$ cat src/rtl/conv_pass_scheduler_if.sv
// Handshake bundle between the layer sequencer and its four agents
// (weight loader, ifmap loader, PE array, output writer).
interface conv_pass_scheduler_if #(
    parameter int GRP_WIDTH  = 5,
    parameter int TILE_WIDTH = 8
);
    logic                  start;
    logic                  busy;
    logic                  done;
    logic                  wgt_load;
    logic                  wgt_done;
    logic                  ifm_load;
    logic                  ifm_done;
    logic                  compute_start;
    logic                  compute_done;
    logic                  store_start;
    logic                  store_done;
    logic [GRP_WIDTH-1:0]  group_idx;
    logic [TILE_WIDTH-1:0] tile_idx;
    logic [4:0]            size;

    // Handshake: each request (wgt_load, ifm_load, compute_start, store_start) is a
    // one-cycle pulse; the matching *_done is accepted on any edge while the
    // sequencer waits for it and ignored at every other time, so an agent may
    // hold its done high or pulse it; group_idx/tile_idx/size are stable from
    // the request until the matching done has been accepted.
    modport master (
        input  start, wgt_done, ifm_done, compute_done, store_done,
        output busy, done, wgt_load, ifm_load, compute_start, store_start,
        output group_idx, tile_idx, size
    );

    modport slave (
        output start, wgt_done, ifm_done, compute_done, store_done,
        input  busy, done, wgt_load, ifm_load, compute_start, store_start,
        input  group_idx, tile_idx, size
    );
endinterface

$ cat src/rtl/conv_pass_scheduler.sv
// Layer sequencer: per filter group one weight load, then per output tile an
// ifmap load, a compute pass and a store pass, each closed by its done handshake.
module conv_pass_scheduler #(
    parameter int SYSTOLIC_SIZE = 16,
    parameter int KERNEL_SIZE   = 3,
    parameter int NO_CHANNEL    = 3,
    parameter int NO_FILTER     = 16,
    parameter int NO_TILE       = 4,
    parameter int GRP_WIDTH     = 5,
    parameter int TILE_WIDTH    = 8
) (
    input  logic                 clk,
    input  logic                 rst,
    conv_pass_scheduler_if.master bus,
    output logic [3:0]           dbg_state,
    output logic [15:0]          wgt_words
);
    localparam int NO_GROUP  = (NO_FILTER + SYSTOLIC_SIZE - 1) / SYSTOLIC_SIZE;
    localparam int LAST_SIZE = (NO_FILTER % SYSTOLIC_SIZE == 0) ? SYSTOLIC_SIZE
                                                                : NO_FILTER % SYSTOLIC_SIZE;
    localparam int WGT_WORDS = KERNEL_SIZE * KERNEL_SIZE * NO_CHANNEL;

    localparam logic [4:0]            FULL_SZ   = 5'(SYSTOLIC_SIZE);
    localparam logic [4:0]            LAST_SZ   = 5'(LAST_SIZE);
    localparam logic [4:0]            FIRST_SZ  = (NO_GROUP == 1) ? LAST_SZ : FULL_SZ;
    localparam logic [GRP_WIDTH-1:0]  LAST_GRP  = GRP_WIDTH'(NO_GROUP - 1);
    localparam logic [TILE_WIDTH-1:0] LAST_TILE = TILE_WIDTH'(NO_TILE - 1);

    typedef enum logic [3:0] {
        IDLE,
        WGT_REQ,
        WGT_WAIT,
        IFM_REQ,
        IFM_WAIT,
        CMP_REQ,
        CMP_WAIT,
        ST_REQ,
        ST_WAIT
    } state_t;

    state_t                state_q, state_d;
    logic                  busy_q, busy_d;
    logic                  done_q, done_d;
    logic                  wgt_q, ifm_q, cmp_q, st_q;
    logic [GRP_WIDTH-1:0]  group_q, group_d, group_nxt;
    logic [TILE_WIDTH-1:0] tile_q, tile_d;
    logic [4:0]            size_q, size_d;

    assign group_nxt = group_q + GRP_WIDTH'(1);

    always_comb begin
        state_d = state_q;
        busy_d  = busy_q;
        done_d  = 1'b0;
        group_d = group_q;
        tile_d  = tile_q;
        size_d  = size_q;
        case (state_q)
            // done_q marks the completion cycle; a start there is still ignored
            IDLE: begin
                if (bus.start && !done_q) begin
                    state_d = WGT_REQ;
                    busy_d  = 1'b1;
                    group_d = '0;
                    tile_d  = '0;
                    size_d  = FIRST_SZ;
                end
            end
            WGT_REQ:  state_d = WGT_WAIT;
            WGT_WAIT: if (bus.wgt_done) state_d = IFM_REQ;
            IFM_REQ:  state_d = IFM_WAIT;
            IFM_WAIT: if (bus.ifm_done) state_d = CMP_REQ;
            CMP_REQ:  state_d = CMP_WAIT;
            CMP_WAIT: if (bus.compute_done) state_d = ST_REQ;
            ST_REQ:   state_d = ST_WAIT;
            ST_WAIT: begin
                if (bus.store_done) begin
                    if (tile_q < LAST_TILE) begin
                        // weights of the current group stay loaded for the next tile
                        tile_d  = tile_q + TILE_WIDTH'(1);
                        state_d = IFM_REQ;
                    end else if (group_q < LAST_GRP) begin
                        group_d = group_nxt;
                        tile_d  = '0;
                        size_d  = (group_nxt == LAST_GRP) ? LAST_SZ : FULL_SZ;
                        state_d = WGT_REQ;
                    end else begin
                        state_d = IDLE;
                        busy_d  = 1'b0;
                        done_d  = 1'b1;
                    end
                end
            end
            default: state_d = IDLE;
        endcase
    end

    always_ff @(posedge clk) begin
        if (rst) begin
            state_q <= IDLE;
            busy_q  <= 1'b0;
            done_q  <= 1'b0;
            wgt_q   <= 1'b0;
            ifm_q   <= 1'b0;
            cmp_q   <= 1'b0;
            st_q    <= 1'b0;
            group_q <= '0;
            tile_q  <= '0;
            size_q  <= FULL_SZ;
        end else begin
            state_q <= state_d;
            busy_q  <= busy_d;
            done_q  <= done_d;
            // request flops mirror occupancy of the matching REQ state
            wgt_q   <= (state_d == WGT_REQ);
            ifm_q   <= (state_d == IFM_REQ);
            cmp_q   <= (state_d == CMP_REQ);
            st_q    <= (state_d == ST_REQ);
            group_q <= group_d;
            tile_q  <= tile_d;
            size_q  <= size_d;
        end
    end

    assign bus.busy          = busy_q;
    assign bus.done          = done_q;
    assign bus.wgt_load      = wgt_q;
    assign bus.ifm_load      = ifm_q;
    assign bus.compute_start = cmp_q;
    assign bus.store_start   = st_q;
    assign bus.group_idx     = group_q;
    assign bus.tile_idx      = tile_q;
    assign bus.size          = size_q;
    assign dbg_state         = state_q;
    assign wgt_words         = 16'(WGT_WORDS);
endmodule

$ cat src/flat_wrapper.sv
// flat-port wrapper written by rule: the top's interface ports become plain ports
module conv_pass_scheduler_flat 
#(
    parameter int SYSTOLIC_SIZE = 16,
    parameter int KERNEL_SIZE   = 3,
    parameter int NO_CHANNEL    = 3,
    parameter int NO_FILTER     = 16,
    parameter int NO_TILE       = 4,
    parameter int GRP_WIDTH     = 5,
    parameter int TILE_WIDTH    = 8
)
  (clk, rst, dbg_state, wgt_words, bus_start, bus_wgt_done, bus_ifm_done, bus_compute_done, bus_store_done, bus_busy, bus_done, bus_wgt_load, bus_ifm_load, bus_compute_start, bus_store_start, bus_group_idx, bus_tile_idx, bus_size);
  conv_pass_scheduler_if #(.GRP_WIDTH(GRP_WIDTH), .TILE_WIDTH(TILE_WIDTH)) bus_i ();
  input  logic clk;
  input  logic rst;
  output logic [3:0] dbg_state;
  output logic [15:0] wgt_words;
  input wire logic [$bits(bus_i.start)-1:0] bus_start;
  input wire logic [$bits(bus_i.wgt_done)-1:0] bus_wgt_done;
  input wire logic [$bits(bus_i.ifm_done)-1:0] bus_ifm_done;
  input wire logic [$bits(bus_i.compute_done)-1:0] bus_compute_done;
  input wire logic [$bits(bus_i.store_done)-1:0] bus_store_done;
  output wire logic [$bits(bus_i.busy)-1:0] bus_busy;
  output wire logic [$bits(bus_i.done)-1:0] bus_done;
  output wire logic [$bits(bus_i.wgt_load)-1:0] bus_wgt_load;
  output wire logic [$bits(bus_i.ifm_load)-1:0] bus_ifm_load;
  output wire logic [$bits(bus_i.compute_start)-1:0] bus_compute_start;
  output wire logic [$bits(bus_i.store_start)-1:0] bus_store_start;
  output wire logic [$bits(bus_i.group_idx)-1:0] bus_group_idx;
  output wire logic [$bits(bus_i.tile_idx)-1:0] bus_tile_idx;
  output wire logic [$bits(bus_i.size)-1:0] bus_size;
  assign bus_i.start = bus_start;
  assign bus_i.wgt_done = bus_wgt_done;
  assign bus_i.ifm_done = bus_ifm_done;
  assign bus_i.compute_done = bus_compute_done;
  assign bus_i.store_done = bus_store_done;
  assign bus_busy = bus_i.busy;
  assign bus_done = bus_i.done;
  assign bus_wgt_load = bus_i.wgt_load;
  assign bus_ifm_load = bus_i.ifm_load;
  assign bus_compute_start = bus_i.compute_start;
  assign bus_store_start = bus_i.store_start;
  assign bus_group_idx = bus_i.group_idx;
  assign bus_tile_idx = bus_i.tile_idx;
  assign bus_size = bus_i.size;
  conv_pass_scheduler #(.SYSTOLIC_SIZE(SYSTOLIC_SIZE), .KERNEL_SIZE(KERNEL_SIZE), .NO_CHANNEL(NO_CHANNEL), .NO_FILTER(NO_FILTER), .NO_TILE(NO_TILE), .GRP_WIDTH(GRP_WIDTH), .TILE_WIDTH(TILE_WIDTH)) u_core (.clk(clk), .rst(rst), .bus(bus_i), .dbg_state(dbg_state), .wgt_words(wgt_words));
endmodule
$ cat config.mk
export PLATFORM = sky130hd
export DESIGN_NAME = conv_pass_scheduler_flat
export DESIGN_NICKNAME = d
export VERILOG_FILES = /design/src/rtl/conv_pass_scheduler_if.sv /design/src/rtl/conv_pass_scheduler.sv /design/src/flat_wrapper.sv
export SDC_FILE = /design/constraint.sdc
export NUM_CORES = 1
export LEC_CHECK = 0
export CAP_MARGIN = 20
export CORE_UTILIZATION = 34
export DETAILED_ROUTE_END_ITERATION = 7
export GPL_ROUTABILITY_DRIVEN = 0
export PLACE_DENSITY = 0.75
export SYNTH_ARGS = -nofsm -noshare
export SYNTH_HDL_FRONTEND = slang
export SYNTH_SLANG_ARGS = --single-unit
$ cat constraint.sdc
create_clock -name clk -period 1.72 [get_ports clk]
set_input_delay 0.43 -clock clk [delete_from_list [all_inputs] [get_ports clk]]
set_output_delay 0.43 -clock clk [all_outputs]
set_load 0.05 [all_outputs]
[Yosys cells after proc, flatten, opt, wreduce, memory -nomap -nowiden]
Cells that the tools add are included.
Cells by class
  add/subtract/negate cells: 2
  magnitude comparators: 2
  equal/unequal tests: 18
  multiplexer cells: 29
  bitwise gates (word level): 2
  reduce and logical (&&, ||, !) cells: 8
Operators by type and width (count)
  two-way mux 5 bit: 8
  case mux 4 bit (9 select lines): 1
  two-way mux 8 bit: 4
  equality test 4 x 3 -> 1 bit, second input constant: 6
  two-way mux 4 bit: 6
  case mux 5 bit (2 select lines): 2
  case mux 8 bit (2 select lines): 1
  equality test 4 x 2 -> 1 bit, second input constant: 3
  AND reduction 5 bit: 2
  adder 8 x 1 -> 8 bit, second input constant: 1
  equality test 4 x 1 -> 1 bit, second input constant: 2
  less-than comparator 8 x 2 -> 1 bit, second input constant: 1
  two-way mux 1 bit: 6
  != test 2 bit, second input constant: 3
  adder 5 x 1 -> 5 bit, second input constant: 1
  less-than comparator 5 x 1 -> 1 bit, second input constant: 1
  equality test 4 bit, second input constant: 1
  logical NOT 4 bit: 1
  != test 2 x 1 -> 1 bit, second input constant: 2
  AND reduction 4 bit: 1
  OR reduction 4 bit: 1
  != test 3 x 1 -> 1 bit, second input constant: 1
  inverter 1 bit: 2
  case mux 1 bit (2 select lines): 1
  other kinds (3): 3
Word-level totals
  flip-flop bits (word level): 28
  input port bits: 7
  word-level logic and storage cells: 71

[Depth between registers and ports, before layout]
Gate-level depths: netlist of run 1.
  depth in word-level cells: 6
  gate-level depth with buffers: 5
  gate-level depth less buffers: 5

[Worst setup path after synthesis of run 1]
No wires, ideal clock.
  path kind: reg-to-reg
  from: reg u_core.tile_q[0], in the netlist u_core.bus.tile_idx[0]
  to: reg u_core.tile_q[0], in the netlist u_core.bus.tile_idx[0]
  setup time: 0.060 ns
  data arrival time: 2.048 ns
  required time: 1.660 ns
  slack: -0.389 ns
  stages on the path, launching flop included: 6
  path buffers: 0
  period minus slack after synthesis: 2.109 ns
  cell sequence: dfxtp_1 > ha_1 > or4_1 > o41a_1 > or4b_1 > nand2_1
On the way
  cells in the longest elaborated chain, start to end: 4
RTL lines
  start, declared: line conv_pass_scheduler.sv:46  | logic [TILE_WIDTH-1:0] tile_q, tile_d;
  start signal, assigned: line conv_pass_scheduler.sv:120  | tile_q <= tile_d;
  adder 8 x 1 -> 8 bit / less-than comparator 8 x 2 -> 1 bit (equally long branches): line conv_pass_scheduler.sv:80, conv_pass_scheduler.sv:78
  two-way mux 8 bit: line conv_pass_scheduler.sv:78  | if (tile_q < LAST_TILE) begin
  two-way mux 8 bit: line conv_pass_scheduler.sv:77  | if (bus.store_done) begin
  case mux 8 bit (2 select lines): line conv_pass_scheduler.sv:58  | case (state_q)
Several ways; a longest one is shown, not always the timed one. The select of a mux whose other input is x is not followed.
A chain may end at the register's enable or synchronous reset.

[Worst setup path after layout of run 1]
Same ends and word-level chain as after synthesis.

==> results of run 1 <==
[kinds of logic (layout without fill, tap and decap cells)]
family                     count (synthesis)  after routing  share of synthesized area, %
xor gates and xnor gates                   2              2                          1.91
muxes                                      1              1                          1.09
adders and majority gates                  1              1                          1.36
and+or+nand+nor                           37             37                          23.6
buffers and inverters                     32             50                          23.7
other                                      2             26                         0.818
DFF                                       18             18                          39.2
AOI/OAI and AO/OA                         12             12                          8.31
[layout make-up]
cell class	instances	area, µm²	share of cell area (%)
sequential	18	372	27.3
inverter	2	7.51	0.551
timing repair buffer	44	407	29.9
multi-input combinational	79	502	36.9
tap	30	37.5	2.76
clock buffer	4	36.3	2.67
[metal layers]
| metal | vias up | routed length [µm] | global-route usage, % |
|---|---|---|---|
| met1 | 368 | 765 | 15.1 |
| li1 | 387 | - | - |
| met3 | 2 | 109 | 3.39 |
| met4 | 0 | 13 | 6.41 |
| met5 | - | 0 | 0 |
| met2 | 34 | 1200 | 29.8 |
[power groups by stage]
stage	registers (mW)	clock network, mW	logic, mW
global route	0.459	0.283	0.426
CTS	0.456	0.264	0.388
floorplan	0.523	0	0.252
finish	0.457	0.254	0.402
global placement	0.463	0	0.380
detailed placement	0.464	0	0.384
[through the flow]
stage	power (mW)	area, µm²	utilization (%)	instances	hold slack (ps)
after CTS	1.11	1310	52.0	176	503
after global placement	0.842	1210	48.1	169	463
after global routing	1.17	1360	54.0	177	520
final	1.11	1360	54.0	177	499
after floorplan	0.775	1020	-	129	567
after detailed placement	0.847	1210	48.1	169	474
[layout by cell type (no fill, tap or decap), types with 2 or more instances in the layout]
cell type and count:
conb_1 26, buf_12 4, nor4_1 2, dfxtp_4 2
and2_1 7, nand2_1 3, nor4b_2 2, a21oi_1 3
clkdlybuf4s50_1 6, dfxtp_2 3, inv_1 2, buf_6 3
buf_4 31, dfxtp_1 13, clkbuf_4 3, a21oi_2 2
nor4_4 2, nor2_1 12
[timing repair]
| item | CTS | global route |
|---|---|---|
| buffers inserted | 3 | 3 |
| gates resized for setup | 9 | 8 |
| pin swaps | 4 | 4 |
| endpoints found under the setup margin | 4 | 10 |
| endpoints found under the hold margin | 0 | 0 |
[how the worst min path moves through the flow]
stage | startpoint | end | slack, ps | depth (start not counted)
6_report | u_core.bus.tile_idx[4]$_SDFFE_PP0P_ | u_core.bus.tile_idx[4]$_SDFFE_PP0P_ | 500 | 1
5_1_grt | u_core.bus.tile_idx[4]$_SDFFE_PP0P_ | u_core.bus.tile_idx[4]$_SDFFE_PP0P_ | 520 | 1
4_1_cts | u_core.bus.tile_idx[4]$_SDFFE_PP0P_ | u_core.bus.tile_idx[4]$_SDFFE_PP0P_ | 500 | 1
3_5_place_dp | u_core.bus.tile_idx[4]$_SDFFE_PP0P_ | u_core.bus.tile_idx[4]$_SDFFE_PP0P_ | 470 | 1
3_3_place_gp | u_core.bus.tile_idx[4]$_SDFFE_PP0P_ | u_core.bus.tile_idx[4]$_SDFFE_PP0P_ | 460 | 1
2_1_floorplan | u_core.bus.tile_idx[1]$_SDFFE_PP0P_ | u_core.bus.tile_idx[1]$_SDFFE_PP0P_ | 570 | 2
[sequential cells by signal, summed over array words and instances, names as in the netlist]
| register | cells |
|---|---|
| u_core.bus.busy | 1 |
| u_core.dbg_state | 4 |
| u_core.bus.wgt_load | 1 |
| u_core.bus.store_start | 1 |
| u_core.bus.compute_start | 1 |
| u_core.bus.done | 1 |
| u_core.bus.ifm_load | 1 |
| u_core.bus.tile_idx | 8 |
==> metrics.md, run 1 <==
| Metric | Value |
|---|---|
| Synth top area share | 39.2% |
| Slew @ Worst Pin | 559 ps |
| Area of the mapped netlist | 918 µm² |
| Data required, critical path | 1950 ps |
| Final ANT Viol Nets | 0 |
| Area leader, netlist | dfxtp_1 |
| DP HPWL | 1.51 mm |
| Sw Ratio | 38.1% |
| Syn avg cell area | 8.75 µm² |
| Flops & latches, synth | 18 |
| DR iter-0 viols | 1 |
| Maximum root-to-sink buffer count | 2 |
| Final setup fails | 4 |
| Clock transition at the registers of the reported paths | 100 ps |
| Fmax | 523 MHz |
| Pre-CTS setup slack | -273 ps |
| Top_reg_cell synth | dfxtp_1 |
| Total global routing overflow | 0 |
| Vias per cell | 4.47 |
| CP max FO | 2 |
| Max IR drop VDD | 0.486 mV |
| Share of cells above drive strength 1 | 38.8% |
| Layout fillers | 251 |
| Cell Chain, Critical Path | ha_4 -> or4_4 -> o41a_1 -> or4b_1 -> nand2_1 |
| Starting Density | 36.4% |
| WP data arrival | 2140 ps |
| Area contributors post-synth | dfxtp_1, buf_4, nor2_1, and2_1, a21oi_1 |
| CP top delay family | simple AND/OR/NAND/NOR gates |
| Post-synth ARST share | 0% |
| GRT Overall Usage | 15.3% |
| Row cnt | 18 |
| H-tree Lvls | 1 |
| Hold Path Class | register to register |
| Clock share of power | 22.8% |
| Largest net degree at the start of global routing | 11 |
| Clk root buf | clkbuf_4 |
| Crit-path max cell delay | 500 ps |
| Nets | 156 |
| Post-synth top cells | buf_4, dfxtp_1, nor2_1, and2_1, a21oi_1 |
| Max-slew violation count | 0 |
| Setup CP Type | register to register |
| First-pass GRT wire length | 3.08 mm |
| RSZ-0062 raised after global routing | yes |
| Min setup slack post-route | -190 ps |
| Synth-to-Final Area Change | 48.2% |
| Critical R2R Launch | u_core.bus.tile_idx[0]$_SDFFE_PP0P_ |
| Failing checks | negative setup slack |
| Slew Limit Headroom | 62.2% |
| Number of global-route vias before repair | 714 |
| Reg2Reg Setup Slack | -190 ps |
| Clock skew | 1.62 ps |
| Sw power | 0.424 mW |
| Fin crit share | 111% |
| Clock Latency Late Sink | 290 ps |
| Post-synth cell types | 30 |
| Max_cap viols | 0 |
| CTS tree | yes |
| Mapped Cells | 105 |
| Crit path to | u_core.bus.tile_idx[0]$_SDFFE_PP0P_ |
| Crit-path slowest cell | or4b_1 |
| Setup_tns | -418 ps |
| Final hold vios | 0 |
| Die X | 54.0 µm |
| Post-Route WL | 2.09 mm |
| Core Area | 2520 µm² |
| DIE HEIGHT | 54.0 µm |
| Power Density | 818 nW/µm² |
| Worst-case reg-to-reg path depth | 5 |
| Via count | 791 |
| Worst Setup End Kind | register |
| EDFF count, synth | 0 |
| Internal power | 0.689 mW |
| Port Buffers | 24 |
| Part of the power in registers | 41.0% |
| Ant. Diodes | 0 |
| CP Depth | 5 |
| Hold_buf cts | 0 |
| CTS sink count | 18 |
| Io pins | 51 |
| Most common cell in the synthesized netlist | buf_4 |
| Ys Warns | 0 |
| Sequential-to-total area share from yosys stat | 39.2% |
| DRC violations left | 0 |
| 1st-pass router iterations | 4 |
| Initial antenna violation count | 0 |
| P_leak | 0.628 nW |
| Logic pwr share | 36.1% |
| Status | finished with violations |
| Bufs and invs on worst path | 0 |
| CTS Buf Count | 3 |
| Die Area | 2910 µm² |
| Worst setup SP type | register |
| Critical path launch point | u_core.bus.tile_idx[0]$_SDFFE_PP0P_ |
| Wirelength per Cell | 11.8 µm |
| Fin crit period | 1910 ps |
| Worst reg2reg endpoint | u_core.bus.tile_idx[0]$_SDFFE_PP0P_ |
Power figures use the tool's default switching activity.
==> run 2: changes to the inputs <==
--- a/config.mk
+++ b/config.mk
@@ -10,6 +10,7 @@
 export DETAILED_ROUTE_END_ITERATION = 7
 export GPL_ROUTABILITY_DRIVEN = 0
 export PLACE_DENSITY = 0.75
+export SLEW_MARGIN = 20
 export SYNTH_ARGS = -nofsm -noshare
 export SYNTH_HDL_FRONTEND = slang
 export SYNTH_SLANG_ARGS = --single-unit
==> results of run 2 <==
Final layout, timing and power as in run 1 (identical DEF).
